### src/rtl/chess_piece_render_if.sv
// Pixel-in / board-RAM / classified-pixel-out bundle for chess_piece_render.
// master = raster source, RAM and colour mux side; slave = the renderer.
interface chess_piece_render_if;
    logic       pix_valid;
    logic [9:0] x;
    logic [9:0] y;
    logic [7:0] cell_addr;
    logic       cell_rd_en;
    logic [1:0] cell_data;
    logic       out_valid;
    logic [9:0] out_x;
    logic [9:0] out_y;
    logic       piece_hit;
    logic       piece_white;
    logic       cursor_hit;
    logic       last_hit;

    modport master (
        output pix_valid, x, y, cell_data,
        input  cell_addr, cell_rd_en, out_valid, out_x, out_y,
               piece_hit, piece_white, cursor_hit, last_hit
    );

    modport slave (
        input  pix_valid, x, y, cell_data,
        output cell_addr, cell_rd_en, out_valid, out_x, out_y,
               piece_hit, piece_white, cursor_hit, last_hit
    );
endinterface

### src/rtl/chess_piece_render.sv
// 3-stage renderer: nearest intersection -> board RAM lookup -> piece/cursor/last-move hit.
// Optional macro CHESS_BLINK_EN blinks the last-move piece off every 2^(BLINK_LOG2-1) frames.
module chess_piece_render #(
    parameter int BOARD_N    = 15,
    parameter int GRID       = 31,
    parameter int X0         = 102,
    parameter int Y0         = 23,
    parameter int RADIUS     = 15,
    parameter int RING_W     = 3,
    parameter int BLINK_LOG2 = 5
) (
    input  logic                 clk,
    input  logic                 rst_n,
    chess_piece_render_if.slave  bus,
    input  logic                 frame_start,
    input  logic [3:0]           cursor_row,
    input  logic [3:0]           cursor_col,
    input  logic [3:0]           last_row,
    input  logic [3:0]           last_col,
    input  logic                 last_valid
);
    localparam int HALF = GRID / 2;
    localparam int X_LO = X0 - HALF;
    localparam int X_HI = X0 + (BOARD_N - 1) * GRID + HALF;
    localparam int Y_LO = Y0 - HALF;
    localparam int Y_HI = Y0 + (BOARD_N - 1) * GRID + HALF;
    localparam logic [19:0] R2_OUT = 20'(RADIUS * RADIUS);
    localparam logic [19:0] R2_IN  = 20'((RADIUS - RING_W) * (RADIUS - RING_W));

    // ---------------- stage 1: nearest intersection ----------------
    logic signed [10:0] dx, dy, ox_d, oy_d;
    logic [3:0]         col_d, row_d;
    logic               in_board_d;

    // NOTE: every always_comb output gets a default first, so no path can infer a latch.
    always_comb begin
        dx    = $signed(11'({1'b0, bus.x}) - 11'(X0));
        dy    = $signed(11'({1'b0, bus.y}) - 11'(Y0));
        col_d = '0;
        row_d = '0;
        // Thresholds rise with k, so counting passes yields the nearest index, clamped.
        for (int k = 1; k < BOARD_N; k++) begin
            if (dx >= $signed(11'(k * GRID - HALF))) col_d = col_d + 4'd1;
            if (dy >= $signed(11'(k * GRID - HALF))) row_d = row_d + 4'd1;
        end
        ox_d       = dx - $signed(11'(int'(col_d) * GRID));
        oy_d       = dy - $signed(11'(int'(row_d) * GRID));
        in_board_d = (int'(bus.x) >= X_LO) && (int'(bus.x) <= X_HI) &&
                     (int'(bus.y) >= Y_LO) && (int'(bus.y) <= Y_HI);
    end

    logic               v1_q, inb1_q;
    logic [3:0]         row_q, col_q;
    logic signed [10:0] ox_q, oy_q;
    logic [9:0]         x1_q, y1_q;

    // ---------------- stage 2: distance and cell matches ----------------
    logic [10:0] ax, ay;
    logic [21:0] sq_x, sq_y;
    logic [19:0] d2_d;
    logic        cur_m_d, last_m_d;

    always_comb begin
        ax       = ox_q[10] ? 11'(-ox_q) : 11'(ox_q);
        ay       = oy_q[10] ? 11'(-oy_q) : 11'(oy_q);
        sq_x     = 22'(ax) * 22'(ax);
        sq_y     = 22'(ay) * 22'(ay);
        d2_d     = 20'(sq_x + sq_y);
        cur_m_d  = (row_q == cursor_row) && (col_q == cursor_col);
        last_m_d = last_valid && (row_q == last_row) && (col_q == last_col);
    end

    assign bus.cell_addr  = 8'(int'(row_q) * BOARD_N + int'(col_q));
    assign bus.cell_rd_en = v1_q;

    logic        v2_q, inb2_q, cur_m_q, last_m_q;
    logic [19:0] d2_q;
    logic [9:0]  x2_q, y2_q;

    // ---------------- stage 3: classification ----------------
    logic suppress;

`ifdef CHESS_BLINK_EN
    logic [BLINK_LOG2-1:0] frame_cnt_q;

    always_ff @(posedge clk or negedge rst_n) begin
        if (!rst_n)           frame_cnt_q <= '0;
        else if (frame_start) frame_cnt_q <= frame_cnt_q + 1'b1;
    end

    assign suppress = frame_cnt_q[BLINK_LOG2-1] && last_m_q;
`else
    logic [BLINK_LOG2-1:0] unused_frame_start;
    assign unused_frame_start = {BLINK_LOG2{frame_start}};
    assign suppress           = 1'b0;
`endif

    logic occ, piece_raw, piece_d, white_d, cursor_d, last_d;

    always_comb begin
        occ       = (bus.cell_data == 2'b01) || (bus.cell_data == 2'b10);
        piece_raw = v2_q && inb2_q && occ && (d2_q < R2_OUT);
        piece_d   = piece_raw && !suppress;
        white_d   = piece_d && (bus.cell_data == 2'b10);
        cursor_d  = v2_q && inb2_q && cur_m_q && (d2_q >= R2_IN) && (d2_q < R2_OUT);
        last_d    = piece_raw && last_m_q;
    end

    logic       out_valid_q, piece_hit_q, piece_white_q, cursor_hit_q, last_hit_q;
    logic [9:0] out_x_q, out_y_q;

    // NOTE: sequential state uses non-blocking assignments so every stage samples pre-edge values.
    always_ff @(posedge clk or negedge rst_n) begin
        if (!rst_n) begin
            v1_q          <= 1'b0;
            inb1_q        <= 1'b0;
            row_q         <= '0;
            col_q         <= '0;
            ox_q          <= '0;
            oy_q          <= '0;
            x1_q          <= '0;
            y1_q          <= '0;
            v2_q          <= 1'b0;
            inb2_q        <= 1'b0;
            cur_m_q       <= 1'b0;
            last_m_q      <= 1'b0;
            d2_q          <= '0;
            x2_q          <= '0;
            y2_q          <= '0;
            out_valid_q   <= 1'b0;
            piece_hit_q   <= 1'b0;
            piece_white_q <= 1'b0;
            cursor_hit_q  <= 1'b0;
            last_hit_q    <= 1'b0;
            out_x_q       <= '0;
            out_y_q       <= '0;
        end else begin
            v1_q          <= bus.pix_valid;
            inb1_q        <= in_board_d;
            row_q         <= row_d;
            col_q         <= col_d;
            ox_q          <= ox_d;
            oy_q          <= oy_d;
            x1_q          <= bus.x;
            y1_q          <= bus.y;
            v2_q          <= v1_q;
            inb2_q        <= inb1_q;
            cur_m_q       <= cur_m_d;
            last_m_q      <= last_m_d;
            d2_q          <= d2_d;
            x2_q          <= x1_q;
            y2_q          <= y1_q;
            out_valid_q   <= v2_q;
            piece_hit_q   <= piece_d;
            piece_white_q <= white_d;
            cursor_hit_q  <= cursor_d;
            last_hit_q    <= last_d;
            out_x_q       <= x2_q;
            out_y_q       <= y2_q;
        end
    end

    assign bus.out_valid   = out_valid_q;
    assign bus.out_x       = out_x_q;
    assign bus.out_y       = out_y_q;
    assign bus.piece_hit   = piece_hit_q;
    assign bus.piece_white = piece_white_q;
    assign bus.cursor_hit  = cursor_hit_q;
    assign bus.last_hit    = last_hit_q;
endmodule

### src/flat_wrapper.sv
// flat-port wrapper written by rule: the top's interface ports become plain ports
module chess_piece_render_flat 
#(
    parameter int BOARD_N    = 15,
    parameter int GRID       = 31,
    parameter int X0         = 102,
    parameter int Y0         = 23,
    parameter int RADIUS     = 15,
    parameter int RING_W     = 3,
    parameter int BLINK_LOG2 = 5
)
  (clk, rst_n, frame_start, cursor_row, cursor_col, last_row, last_col, last_valid, bus_pix_valid, bus_x, bus_y, bus_cell_data, bus_cell_addr, bus_cell_rd_en, bus_out_valid, bus_out_x, bus_out_y, bus_piece_hit, bus_piece_white, bus_cursor_hit, bus_last_hit);
  chess_piece_render_if bus_i ();
  input  logic clk;
  input  logic rst_n;
  input  logic frame_start;
  input  logic [3:0] cursor_row;
  input  logic [3:0] cursor_col;
  input  logic [3:0] last_row;
  input  logic [3:0] last_col;
  input  logic last_valid;
  input wire logic [$bits(bus_i.pix_valid)-1:0] bus_pix_valid;
  input wire logic [$bits(bus_i.x)-1:0] bus_x;
  input wire logic [$bits(bus_i.y)-1:0] bus_y;
  input wire logic [$bits(bus_i.cell_data)-1:0] bus_cell_data;
  output wire logic [$bits(bus_i.cell_addr)-1:0] bus_cell_addr;
  output wire logic [$bits(bus_i.cell_rd_en)-1:0] bus_cell_rd_en;
  output wire logic [$bits(bus_i.out_valid)-1:0] bus_out_valid;
  output wire logic [$bits(bus_i.out_x)-1:0] bus_out_x;
  output wire logic [$bits(bus_i.out_y)-1:0] bus_out_y;
  output wire logic [$bits(bus_i.piece_hit)-1:0] bus_piece_hit;
  output wire logic [$bits(bus_i.piece_white)-1:0] bus_piece_white;
  output wire logic [$bits(bus_i.cursor_hit)-1:0] bus_cursor_hit;
  output wire logic [$bits(bus_i.last_hit)-1:0] bus_last_hit;
  assign bus_i.pix_valid = bus_pix_valid;
  assign bus_i.x = bus_x;
  assign bus_i.y = bus_y;
  assign bus_i.cell_data = bus_cell_data;
  assign bus_cell_addr = bus_i.cell_addr;
  assign bus_cell_rd_en = bus_i.cell_rd_en;
  assign bus_out_valid = bus_i.out_valid;
  assign bus_out_x = bus_i.out_x;
  assign bus_out_y = bus_i.out_y;
  assign bus_piece_hit = bus_i.piece_hit;
  assign bus_piece_white = bus_i.piece_white;
  assign bus_cursor_hit = bus_i.cursor_hit;
  assign bus_last_hit = bus_i.last_hit;
  chess_piece_render #(.BOARD_N(BOARD_N), .GRID(GRID), .X0(X0), .Y0(Y0), .RADIUS(RADIUS), .RING_W(RING_W), .BLINK_LOG2(BLINK_LOG2)) u_core (.clk(clk), .rst_n(rst_n), .bus(bus_i), .frame_start(frame_start), .cursor_row(cursor_row), .cursor_col(cursor_col), .last_row(last_row), .last_col(last_col), .last_valid(last_valid));
endmodule
### config.mk
export PLATFORM = sky130hd
export DESIGN_NAME = chess_piece_render_flat
export DESIGN_NICKNAME = d
export VERILOG_FILES = /design/src/rtl/chess_piece_render_if.sv /design/src/rtl/chess_piece_render.sv /design/src/flat_wrapper.sv
export SDC_FILE = /design/constraint.sdc
export NUM_CORES = 1
export LEC_CHECK = 0
export CAP_MARGIN = 0
export CORE_ASPECT_RATIO = 0.8
export CORE_MARGIN = 5
export CORE_UTILIZATION = 35
export DETAILED_ROUTE_END_ITERATION = 8
export GPL_TIMING_DRIVEN = 0
export SLEW_MARGIN = 20
export SYNTH_ARGS = -nofsm -noshare
export SYNTH_HDL_FRONTEND = slang
export SYNTH_SLANG_ARGS = --single-unit
### constraint.sdc
create_clock -name clk -period 9 [get_ports clk]
set_clock_uncertainty 0.1 [all_clocks]
set_input_delay 1.35 -clock clk [delete_from_list [all_inputs] [get_ports clk]]
set_output_delay 1.35 -clock clk [all_outputs]
set_load 0.05 [all_outputs]
==> impl_summary.md <==
Global route
The initial antenna violation count was 2. The first global-routing pass estimated about 70 mm of wire. The largest net degree at the start of global routing is slightly below 70. The global-route total usage across every layer is roughly 17%. Summed over all layers, the global routing overflow is 0. The via count of the first global-routing pass is 13460.

Timing
The final period demand of the worst path is between 10 and 15 ns. Across all setup checks in the final design, the least slack found is -2.33 ns. The number of slew-limit violations in the final report is 0.

The fmax is ~0.088 GHz. Setup repair after global routing could not meet its margin everywhere. The worst relative slew slack is between 20% and 30%. Hold is met by approximately 0.24 ns. Setup violations remaining at the end of the flow were counted as 18. The final number of hold-violating endpoints came to 0.

The actual transition at the worst max-transition pin is 1.12 ns. The portion of the clock cycle consumed by the worst path in the final layout is 126%.

Synthesis
By area the synthesized netlist is led by sky130_fd_sc_hd__fa_1 21%, sky130_fd_sc_hd__dfrtp_1 18%, sky130_fd_sc_hd__ha_1 14%. The synthesis warning total is 0. The number of flops mapped to enable cells by yosys is 0. The most frequently used cell type in the post-synthesis netlist is sky130_fd_sc_hd__inv_1. The async set or reset register ratio after synthesis is 100%. Averaged over all synthesized cells, the footprint is 9.33 um2. By count the netlist is led by 309 x sky130_fd_sc_hd__inv_1, 181 x sky130_fd_sc_hd__ha_1, 176 x sky130_fd_sc_hd__fa_1. The number of library cell types mapped by synthesis is 96. Synthesis produced 1760 cells. After synthesis the cells add up to roughly 16000 um2. The number of synthesized register bits is roughly 120. The area share of the leading cell type in the synthesized netlist is approximately 21%. Of the synthesized area, sequential elements account for between 10% and 20%. The cell taking the most area after synthesis is sky130_fd_sc_hd__fa_1. The prevailing post-synth register cell is sky130_fd_sc_hd__dfrtp_1.

Place
Timing analysis after detailed placement gives a worst setup slack of -4.42 ns. The number of I/O port buffers is 75. The total placed cells including tap cells is 2465. The HPWL after detailed placement is between 30 and 40 mm.

The congestion estimate from routability-driven global placement came to about 0.9.

Clock tree
The number of buffers added by the clock tree synthesis step is 17. The clock latency at the later pin of the worst-skew pair is about 0.43 ns. The tree is rooted in a sky130_fd_sc_hd__clkbuf_16. The clock sink count is roughly 120.

The clock passes through at most 2 buffers. The TritonCTS clock tree is done. The CTS clock-pin slew for the worst setup and hold paths is 0.06 ns.

In this run the number of H-tree levels came out at 4.

Worst setup path
The peak per-stage delay on the critical path is between 0.5 and 0.6 ns. The most frequent cell on the critical path is sky130_fd_sc_hd__ha_4. The maximum net fanout on the critical path is 6. The category of the worst setup path launch point is an input port. The data required time at the worst endpoint is between 9 and 10 ns. The start-to-end type of the worst setup path is input port to register. The cell at the slowest stage of the critical path is sky130_fd_sc_hd__fa_2. Among cell families on the critical path, the largest total delay comes from adder cells. The data arrival time at the worst-slack endpoint is 11.58 ns. The buffering stage count on the worst path with inverters included is 6.

The worst setup path is captured at a register.

Floorplan
The die area is 51400 um2. The core region is about 47000 um2. The effective utilization at floorplan is approximately a third. The floorplan has 71 rows.

Pin placement for this block handled 77 I/O pins. The die is between 200 and 250 um tall. In this run the horizontal extent of the chip is about 250 um.

Final layout
The repair_antennas step left the layout with diodes totalling 0. For this run, the number of standard cells in the final layout without fillers is 2630. The area growth from synthesis to layout is 29.9%. The net count of the finished layout is roughly 2400.

Cells fill between 40% and 50% of the core in the end. The share of post-route cells with drive strength above 1 is 23.5%.

Detailed routing
After detailed routing, the number of vias per cell comes to 4.92. Detailed routing inserted a total of ~13000 vias. In the final routed layout, each cell accounts on average for roughly 16 um. The violation count after the first detailed-route iteration is slightly below 800. Once detail routing completed, the nets flagged for antenna violations numbered 0. The total wire length is ~42 mm. For this run, design rule violations remaining after detail routing come to 0.

The first detailed-routing pass ran for 6 iterations.

Hold path
The type of the most critical hold path is register to register.

Flow run
Across the run, the number of max-cap violations was 0.

Run status
The checks that failed: negative setup slack. The flow ran to the end, but the final reports show violations.
cell usage in the layout (no fill, tap or decap), drive strengths merged, types with 14 or more instances in the layout:
cell,count
clkdlybuf4s50,54
ha,181
fa,176
nor2b,14
a211oi,15
xor2,75
nor2,121
o21ai,49
buf,169
xnor2,112
dfrtp,121
o21bai,17
a21oi,67
nand2,116
clkbuf,47
o31ai,15
nand2b,24
inv,312
a21o,32
nor3,30
kinds of logic (layout without fill, tap and decap cells):
kind of cell | count (synthesis) | after routing | share of synthesized area, %
flops | 121 | 121 | 18.4
simple gates | 418 | 418 | 12.5
buf+inv | 360 | 601 | 8.45
compound gates | 293 | 293 | 12.7
other cells | 2 | 11 | 0.0457
fa+ha+maj | 357 | 357 | 35.2
xor+xnor | 190 | 190 | 11.4
mux | 19 | 19 | 1.22
final cells by class:
class                   instances  area, um2
fillers                      4436      25400
multi-input cells            1288      13500
flip-flops and latches        121       3030
repair buffers                216       1860
inverters                     313       1190
well taps                     620        776
clock buffers                  19        453
plain buffers                  40        298
clock inverters                13        191
worst paths after layout:
check	start	end	slack, ns	depth (start not counted)
setup / recovery	bus_y[1]	u_core.oy_q[10]$_DFF_PN0_	-2.33	51
hold / removal	u_core.y2_q[4]$_DFF_PN0_	u_core.bus.out_y[4]$_DFF_PN0_	0.24	0
setup reg to reg	u_core.oy_q[0]$_DFF_PN0_	u_core.d2_q[19]$_DFF_PN0_	0.54	29
hold reg to reg	u_core.y2_q[4]$_DFF_PN0_	u_core.bus.out_y[4]$_DFF_PN0_	0.24	0
max in group asynchronous	rst_n	u_core.d2_q[9]$_DFF_PN0_	7.31	2
min in group asynchronous	rst_n	u_core.col_q[2]$_DFF_PN0_	0.79	1
timing repair:
action                                  4_1_cts  5_1_grt
endpoints found under the setup margin       27       27
cloned                                        1        0
resized for setup                           199      139
pin swaps                                   106      114
hold buffers                                  0        0
buffers inserted                             83       58
per-stage QoR:
step / instance area, um2 / setup TNS (ns)
floorplan: 16800 / -32.76
global placement: 18400 / -72.87
detailed placement: 18400 / -75.48
CTS: 20300 / -33.02
global route: 21300 / -37.53
finish: 21300 / -31.30
registers in the layout, summed over array words and instances (netlist names), 4 cells and up:
signal / cells
u_core.d2_q: 20
u_core.ox_q: 11
u_core.oy_q: 11
u_core.bus.out_x: 10
u_core.bus.out_y: 10
u_core.x1_q: 10
u_core.x2_q: 10
u_core.y1_q: 10
u_core.y2_q: 10
u_core.col_q: 4
u_core.row_q: 4
routing by layer:
layer	GRT usage, %	routed length, um	up-vias
li1	-	-	6214
met1	24.8	20700	6366
met2	24.8	18700	301
met3	3.15	2140	50
met4	4.53	807	0
met5	0	0	-
worst reg2reg max path, delay by kind of cell, from the launching register on:
family / cells / cell delay (ns)
adders and majority gates: 9 / 4.07
buffers and inverters: 6 / 0.94
AOI/OAI and AO/OA: 9 / 1.79
and+or+nand+nor: 3 / 0.55
DFF: 1 / 0.51
xor gates and xnor gates: 2 / 0.42
Power is left out: the tool's default activity adds up to more than one toggle a clock period on the data nets, which glitch-free logic cannot reach.
